<file path="src/rtl/if_id_hazard_ctrl.sv">
// IF/ID hazard control: load-use stall, branch squash, LM/SM sequencing.
// Drives IF/ID freeze/flush, PC write-enable and the ID/EX bubble.
module if_id_hazard_ctrl #(
  parameter int         WORD_LEN = 16,
  parameter int         MASK_W   = 8,
  parameter logic [3:0] OPC_LM   = 4'b0110,
  parameter logic [3:0] OPC_SM   = 4'b0111
) (
  input  logic              clk,
  input  logic              rst,
  input  logic              id_valid,
  input  logic [3:0]        id_opcode,
  input  logic [2:0]        id_rs1,
  input  logic [2:0]        id_rs2,
  input  logic              id_uses_rs1,
  input  logic              id_uses_rs2,
  input  logic [MASK_W-1:0] id_mask,
  input  logic              ex_is_load,
  input  logic [2:0]        ex_rd,
  input  logic              br_taken,
  output logic              freeze,
  output logic              flush,
  output logic              pc_write_en,
  output logic              idex_bubble,
  output logic              lmsm_active,
  output logic [2:0]        lmsm_reg,
  output logic              lmsm_first
);

  typedef enum logic [1:0] {
    RUN,
    LDUSE,
    MULTI
  } state_t;

  state_t            state;
  state_t            state_n;
  logic [MASK_W-1:0] rem;
  logic [MASK_W-1:0] rem_n;
  logic [MASK_W-1:0] rem_rest;
  logic              first;
  logic              first_n;
  logic              hazard;
  logic              lm_go;
  logic [2:0]        lo_idx;

  // Detect a load-use hazard and a multi-cycle LM/SM request in ID.
  always_comb begin
    hazard = id_valid & ex_is_load &
             ((id_uses_rs1 & (id_rs1 == ex_rd)) |
              (id_uses_rs2 & (id_rs2 == ex_rd)));
    lm_go  = id_valid &
             ((id_opcode == OPC_LM) | (id_opcode == OPC_SM)) &
             (id_mask != '0);
  end

  // Locate the lowest pending register and the mask without it.
  always_comb begin
    lo_idx = '0;
    for (int i = MASK_W - 1; i >= 0; i--) begin
      if (rem[i]) lo_idx = i[2:0];
    end
    rem_rest = rem & (rem - 1'b1);
  end

  // Prioritised control: branch, load-use, LM/SM entry, sequencing.
  always_comb begin
    freeze      = 1'b0;
    flush       = 1'b0;
    pc_write_en = 1'b1;
    idex_bubble = 1'b0;
    lmsm_active = 1'b0;
    lmsm_reg    = '0;
    lmsm_first  = 1'b0;
    state_n     = state;
    rem_n       = rem;
    first_n     = 1'b0;

    if (state == MULTI) begin
      lmsm_active = 1'b1;
      lmsm_reg    = lo_idx;
      lmsm_first  = first;
    end

    if (br_taken) begin
      flush       = 1'b1;
      idex_bubble = 1'b1;
      state_n     = RUN;
      rem_n       = '0;
    end else if ((state == RUN) && hazard) begin
      freeze      = 1'b1;
      pc_write_en = 1'b0;
      idex_bubble = 1'b1;
      state_n     = LDUSE;
    end else if ((state != MULTI) && lm_go) begin
      freeze      = 1'b1;
      pc_write_en = 1'b0;
      idex_bubble = 1'b1;
      state_n     = MULTI;
      rem_n       = id_mask;
      first_n     = 1'b1;
    end else if (state == MULTI) begin
      rem_n = rem_rest;
      if (rem_rest != '0) begin
        freeze      = 1'b1;
        pc_write_en = 1'b0;
      end else begin
        state_n = RUN;
      end
    end else begin
      state_n = RUN;
    end

    // Reset forces quiet outputs regardless of what ID presents.
    if (!rst) begin
      freeze      = 1'b0;
      flush       = 1'b0;
      pc_write_en = 1'b1;
      idex_bubble = 1'b0;
      lmsm_active = 1'b0;
      lmsm_reg    = '0;
      lmsm_first  = 1'b0;
    end
  end

  // State, remaining mask and first-micro-op flag registers.
  always_ff @(posedge clk or negedge rst) begin
    if (!rst) begin
      state <= RUN;
      rem   <= '0;
      first <= 1'b0;
    end else begin
      state <= state_n;
      rem   <= rem_n;
      first <= first_n;
    end
  end

endmodule

</file>
<file path="config.mk">
export PLATFORM = sky130hd
export DESIGN_NAME = if_id_hazard_ctrl
export DESIGN_NICKNAME = d
export VERILOG_FILES = /design/src/rtl/if_id_hazard_ctrl.sv
export SDC_FILE = /design/constraint.sdc
export NUM_CORES = 1
export LEC_CHECK = 0
export CAP_MARGIN = 5
export CORE_UTILIZATION = 30
export CTS_CLUSTER_DIAMETER = 150
export CTS_CLUSTER_SIZE = 10
export DETAILED_ROUTE_END_ITERATION = 16
export HOLD_SLACK_MARGIN = 0.06
export PLACE_DENSITY = 0.71
export SYNTH_ARGS = -nofsm -noshare
export SYNTH_HDL_FRONTEND = slang
export SYNTH_SLANG_ARGS = --single-unit
</file>
<file path="constraint.sdc">
create_clock -name clk -period 4.8 [get_ports clk]
set_clock_uncertainty 0.05 [all_clocks]
set_input_delay 0.96 -clock clk [delete_from_list [all_inputs] [get_ports clk]]
set_output_delay 0.96 -clock clk [all_outputs]
set_load 0.01 [all_outputs]
</file>
==> results.ini, run 1 <==
[min_path]
min_from = rem[6]$_DFFE_PN0P_
holdPathEnd = rem[6]$_DFFE_PN0P_
worstHoldPathType = flop to flop
hold_path_depth = 2

[die]
core_um2 = 2758
die_height_um = 56.15
die_area_um2 = 3152
io_pins = 37
rows = 19
start_util = 0.3190
die_w_um = 56.15

[cts]
cts_buffers = 3
htree_levels = 1
cts.sinks = 11
clockBufferDepth = 2
root_buffer = clkbuf_4
clk_latency_ns = 0.27
cts_hold_buf = 0
cts-resized-gates = 0
clkTransAtPathRegs_ns = 0.07
post_cts_buffers = 0
cts_tree = done

[outcome]
status = completed

[critical_path]
required_ns = 3.79
crit_chain = clkdlybuf4s50_1 > or4_1 > nand2b_2 > nand2_2 > and3_1 > a211o_1 > clkdlybuf4s50_1
arrival_ns = 3.31
cp_max_fo = 9
worst_r2r_path_depth = 4
path_buf_inv = 2
crit_slowest_cell = or4_1
crit_path_frequent_cell = clkdlybuf4s50_1
reg2reg_slack_ns = 2.73
critPathKind = primary input to output pin
worstReg2RegStart = state[1]$_DFFE_PN0P_
cp_top_family = simple AND/OR/NAND/NOR gates
r2r_end = rem[3]$_DFFE_PN0P_
worst_path_largest_cell_delay_ns = 0.55
startpoint_type = primary input
endpoint_kind = output pin

[yosys]
synth_edf_count = 0
synth_top_area_frac = 0.3129
yosys_register_bits = 11
synth.area.top_cells = dfrtp_1, xnor2_1, a21oi_1
ys_types = 43
syn_area_per_cell_um2 = 8.623
ys_seq_area_frac = 0.3129
netlist_area_um2 = 879.6
synth_warnings = 0
async_flop_share = 1.000
synthFlopType = dfrtp_1
synth_top_cell_by_area = dfrtp_1
netlist_instances = 102
synth.net_count = 130

[global_route]
grt_use_total = 0.1720
grt_pass1_wl_um = 4305
grt_pass1_vias = 926
overflow = 0
antenna_found_initial = 0
grt_max_degree = 12

[routing]
drc = 0
wl_um = 2620
drtAntennaViolNets = 0
drtIter0Drc = 34
first_pass_iters = 4
post_drt_wl_per_cell_um = 15.60
viasPerCell = 5.673
num_vias = 953

[finish]
final_nets = 166
antenna_cells = 0
area_growth_pct = 45.95
finalNonFillerCells = 168
drive_gt1_frac = 0.09489
fin_area_um2 = 1284

[sta]
max_slew_margin = 0.5594
min_period_ns = 4.317
maxSlewViolCount = 0
tightest_slew_ns = 0.6595
setup_viol = 0
finalHoldViolCount = 0
maxClockFrequency_ghz = 0.2316
rsz0062_at_grt = false
fin_crit_sh = 0.8994
setup_tns_ns = 0

[placement]
portBuffers = 35
gp_congestion = 0.9455
place_inst = 164
place_area_um2 = 1256
dp_hpwl_um = 2136

[pwr]
irDropWorstVdd_uv = 149.2
leakage_nw = 0.4967
power_per_cell_area_nw_per_um2 = 175.5
p_total_uw = 225.4

[flow_run]
drv_cap = 0

-- power by group --
group          switching (mW)  leakage (nW)  internal, mW
combinational          0.0275         0.327        0.0349
sequential            0.00368         0.152        0.0950
clock                  0.0335        0.0177        0.0309
-- cells in the mapped netlist, drive strengths merged (2+ instances only) --
library cell	instances
a2111oi	2
a211o	2
a211oi	5
a21oi	7
a221oi	2
a32o	2
and3	2
buf	2
clkbuf	3
dfrtp	11
inv	8
nand2	6
nand3	4
nand4	2
nor2	5
nor2b	2
nor3	4
nor4	3
o211ai	2
o21ai	6
or4	3
xnor2	6
-- metal layers --
metal	wire [um]	share of wire	vias to the layer above	track usage
met5	0	0	-	0
met4	6	0.0023	0	0.03484
met3	173	0.066	2	0.06279
met2	1341	0.51	30	0.2993
met1	1098	0.42	453	0.2023
li1	-	-	468	-
-- layout make-up --
cell class / instances / area [um2]
Fill cell: 274 / 1474
Multi-Input combinational cell: 78 / 554.3
Timing Repair Buffer: 36 / 357.8
Sequential cell: 11 / 275.3
Tap cell: 31 / 38.79
Inverter: 8 / 30.03
Clock buffer: 3 / 22.52
Clock inverter: 1 / 5.005
-- kinds of logic (layout without fill, tap and decap cells) --
family	count (synthesis)	in the layout	share of synthesized area
AO/OA/AOI/OAI	36	36	0.3286
flip-flops	11	11	0.3129
AND/OR/NAND/NOR	36	36	0.2418
buffers and inverters	13	48	0.05689
XOR/XNOR	6	6	0.05974
-- tightest hold or removal path: stages (launching register included) --
cell       delay [ns]
dfrtp_1          0.43
nand2_1          0.09
o2bb2ai_1        0.07
-- registers in the layout, summed over array words and instances, names as in the netlist --
register	flops
rem	8
state	2
first	1
-- how the worst max path moves through the flow --
| stage | from | endpoint | depth (start not counted) | slack (ns) |
|---|---|---|---|---|
| 6_report | id_mask[0] | pc_write_en | 7 | 0.48 |
| 5_1_grt | id_mask[0] | pc_write_en | 7 | 0.39 |
| 4_1_cts | id_mask[0] | pc_write_en | 7 | 0.48 |
| 3_5_place_dp | id_mask[0] | pc_write_en | 7 | 0.49 |
| 3_3_place_gp | id_mask[0] | pc_write_en | 7 | 0.51 |
| 2_1_floorplan | id_mask[0] | pc_write_en | 5 | 1.59 |
-- placed cells by master, fill, tap and decap left out, types with 4 or more instances in the layout --
master	netlist	routed
dfrtp_1	11	11
a211oi_1	4	4
xnor2_1	6	6
nor2_1	5	5
o21ai_1	4	4
inv_1	8	8
nand3_1	4	4
a21oi_1	6	6
nand2_1	5	5
clkdlybuf4s50_1	0	35
-- through the flow --
| stage | setup WS, ns | hold WS, ns | utilization |
|---|---|---|---|
| floorplan | 1.594 | 0.5096 | - |
| global placement | 0.5128 | 0.5514 | 0.4555 |
| detailed placement | 0.4855 | 0.5562 | 0.4555 |
| CTS | 0.4808 | 0.5669 | 0.4655 |
| global route | 0.3912 | 0.5942 | 0.4655 |
| finish | 0.4829 | 0.5681 | 0.4655 |
No activity file was read; power rests on OpenSTA's default activity.
==> run 2, diff against run 1 <==
GPL_ROUTABILITY_DRIVEN = 0   (was unset)
==> run 2 against run 1 <==
Compared with the run above: setup slack gained 0.0079 ns; via count grew 0.31%; cell area is the same; wire length decreased by 1.7%; maximum frequency increased by 0.18%; critical path depth unchanged; largest cell class unchanged; cell count unchanged; register-to-register slack is essentially flat; clock power grew 8.1%.
==> results.ini, run 2 (synthesis gave the netlist of run 1 again) <==
[sta]
fin_crit_sh = 0.8978  ; -0.001639
setup_viol = 0  ; unchanged
maxClockFrequency_ghz = 0.2321  ; +0.18%
fin_ws_ns = 0.4907  ; +0.007866 ns
setup_tns_ns = 0  ; unchanged
min_period_ns = 4.309  ; -0.007866 ns
rsz0062_at_grt = false
finalHoldViolCount = 0  ; unchanged
max_slew_margin = 0.5771  ; +0.01772
maxSlewViolCount = 0  ; unchanged
tightest_slew_ns = 0.6330  ; -0.02653 ns

[pwr]
irDropWorstVdd_uv = 99.87  ; -33%
leakage_nw = 0.4967  ; unchanged
p_total_uw = 230.2  ; +2.1%
power_per_cell_area_nw_per_um2 = 179.3  ; +2.1%

[critical_path]
arrival_ns = 3.30  ; about the same
startpoint_type = primary input
worst_path_largest_cell_delay_ns = 0.54  ; about the same
crit_chain = clkdlybuf4s50_1 > or4_1 > nand2b_2 > nand2_2 > and3_1 > a211o_1 > clkdlybuf4s50_1
cp_top_family = simple AND/OR/NAND/NOR gates
endpoint_kind = output pin
reg2reg_slack_ns = 2.73  ; about the same
required_ns = 3.79  ; about the same
critPathKind = primary input to output pin
cp_max_fo = 9  ; unchanged
crit_path_frequent_cell = clkdlybuf4s50_1
crit_slowest_cell = or4_1
path_buf_inv = 2  ; unchanged

[finish]
seq_area_um2 = 275.3  ; unchanged
largest_reg_flops = 8  ; unchanged
multi_input_area_um2 = 554.3  ; unchanged
area_growth_pct = 45.95  ; unchanged
max_flop_register = rem
antenna_cells = 0  ; unchanged
final_cell_mix = clkdlybuf4s50_1, dfrtp_1, inv_1
final_common_cell = clkdlybuf4s50_1
utilization = 0.4655  ; unchanged
num-fill-cells = 260  ; -5.1%
finalNonFillerCells = 168  ; unchanged
top_regs = rem: 8 flops, state: 2 flops, first: 1 flops
final_nets = 166  ; unchanged
drive_gt1_frac = 0.09489  ; unchanged

[cts]
htree_levels = 1  ; unchanged
clockBufferDepth = 2  ; unchanged
root_buffer = clkbuf_4
cts.sinks = 11  ; unchanged
cts-resized-gates = 0  ; unchanged
clk_latency_ns = 0.29  ; +0.02 ns
cts_hold_buf = 0  ; unchanged
cts_tree = done
clkTransAtPathRegs_ns = 0.08  ; about the same
cts_buffers = 3  ; unchanged
post_cts_buffers = 0  ; unchanged

[die]
die_w_um = 56.15  ; unchanged
rows = 19  ; unchanged
core_um2 = 2758  ; unchanged
start_util = 0.3190  ; unchanged
die_area_um2 = 3152  ; unchanged
io_pins = 37  ; unchanged
die_height_um = 56.15  ; unchanged

[global_route]
grt_use_total = 0.1709  ; -0.001126
grt_pass1_vias = 899  ; -2.9%
grt_max_degree = 12  ; unchanged
overflow = 0  ; unchanged
grt_pass1_wl_um = 4291  ; -0.33%
antenna_found_initial = 0  ; unchanged

[placement]
place_inst = 164  ; unchanged
portBuffers = 35  ; unchanged
dp_hpwl_um = 2067  ; -3.2%
pre_cts_ws_ns = 0.4859  ; +0.0003940 ns

[routing]
drtAntennaViolNets = 0  ; unchanged
viasPerCell = 5.690  ; +0.31%
wl_um = 2576  ; -1.7%
first_pass_iters = 4  ; unchanged
drc = 0  ; unchanged
drtIter0Drc = 24  ; -29%
num_vias = 956  ; +0.31%
post_drt_wl_per_cell_um = 15.33  ; -1.7%

[min_path]
worstHoldPathType = flop to flop

[outcome]
status = completed

[flow_run]
drv_cap = 0  ; unchanged

==> run 2: power breakdown <==
part	total, mW	switching [mW]	internal [mW]	leakage (nW)
clock	0.0696	0.0385	0.0311	0.0177
sequential	0.0986	0.00364	0.0950	0.152
combinational	0.0620	0.0271	0.0349	0.327
==> run 2: path summary, 6_finish.rpt <==
| check | startpoint | endpoint | cells past startpoint |
|---|---|---|---|
| setup / recovery | id_mask[0] | pc_write_en | 7 |
| hold / removal | rem[6]$_DFFE_PN0P_ | rem[6]$_DFFE_PN0P_ | 2 |
| setup reg to reg | state[1]$_DFFE_PN0P_ | rem[3]$_DFFE_PN0P_ | 4 |
| hold reg to reg | rem[6]$_DFFE_PN0P_ | rem[6]$_DFFE_PN0P_ | 2 |
| max in group asynchronous | rst | rem[3]$_DFFE_PN0P_ | 2 |
| min in group asynchronous | rst | rem[7]$_DFFE_PN0P_ | 1 |
==> run 2: area by class of cell <==
type / count / share of cell area
clock inverters: 1 / 0.003899
clock buffers: 3 / 0.01754
well taps: 31 / 0.03021
repair buffers: 36 / 0.2788
inverters: 8 / 0.02339
flip-flops and latches: 11 / 0.2144
multi-input cells: 78 / 0.4318
==> run 2: worst register-to-register path: stages, from the launching register on <==
cell	delay (ns)
dfrtp_1	0.41
nor2b_1	0.55
and2b_1	0.31
a2111oi_1	0.53
a211oi_2	0.08
==> run 2: routing by layer <==
metal  routed length, um  up-vias  part of all wire  GRT usage
met4                  29        0             0.011    0.04181
met3                 150        3             0.058    0.03953
met1                1134      450              0.44     0.2193
li1                    -      467                 -          -
met5                   0        -                 0          0
met2                1261       36              0.49     0.2891
==> run 2: per-stage QoR <==
stage	hold slack [ns]	area (um2)
after floorplan	0.5096	879.6
after global placement	0.5511	1256
after detailed placement	0.5613	1256
after CTS	0.5719	1284
after global routing	0.6163	1284
final	0.5757	1284
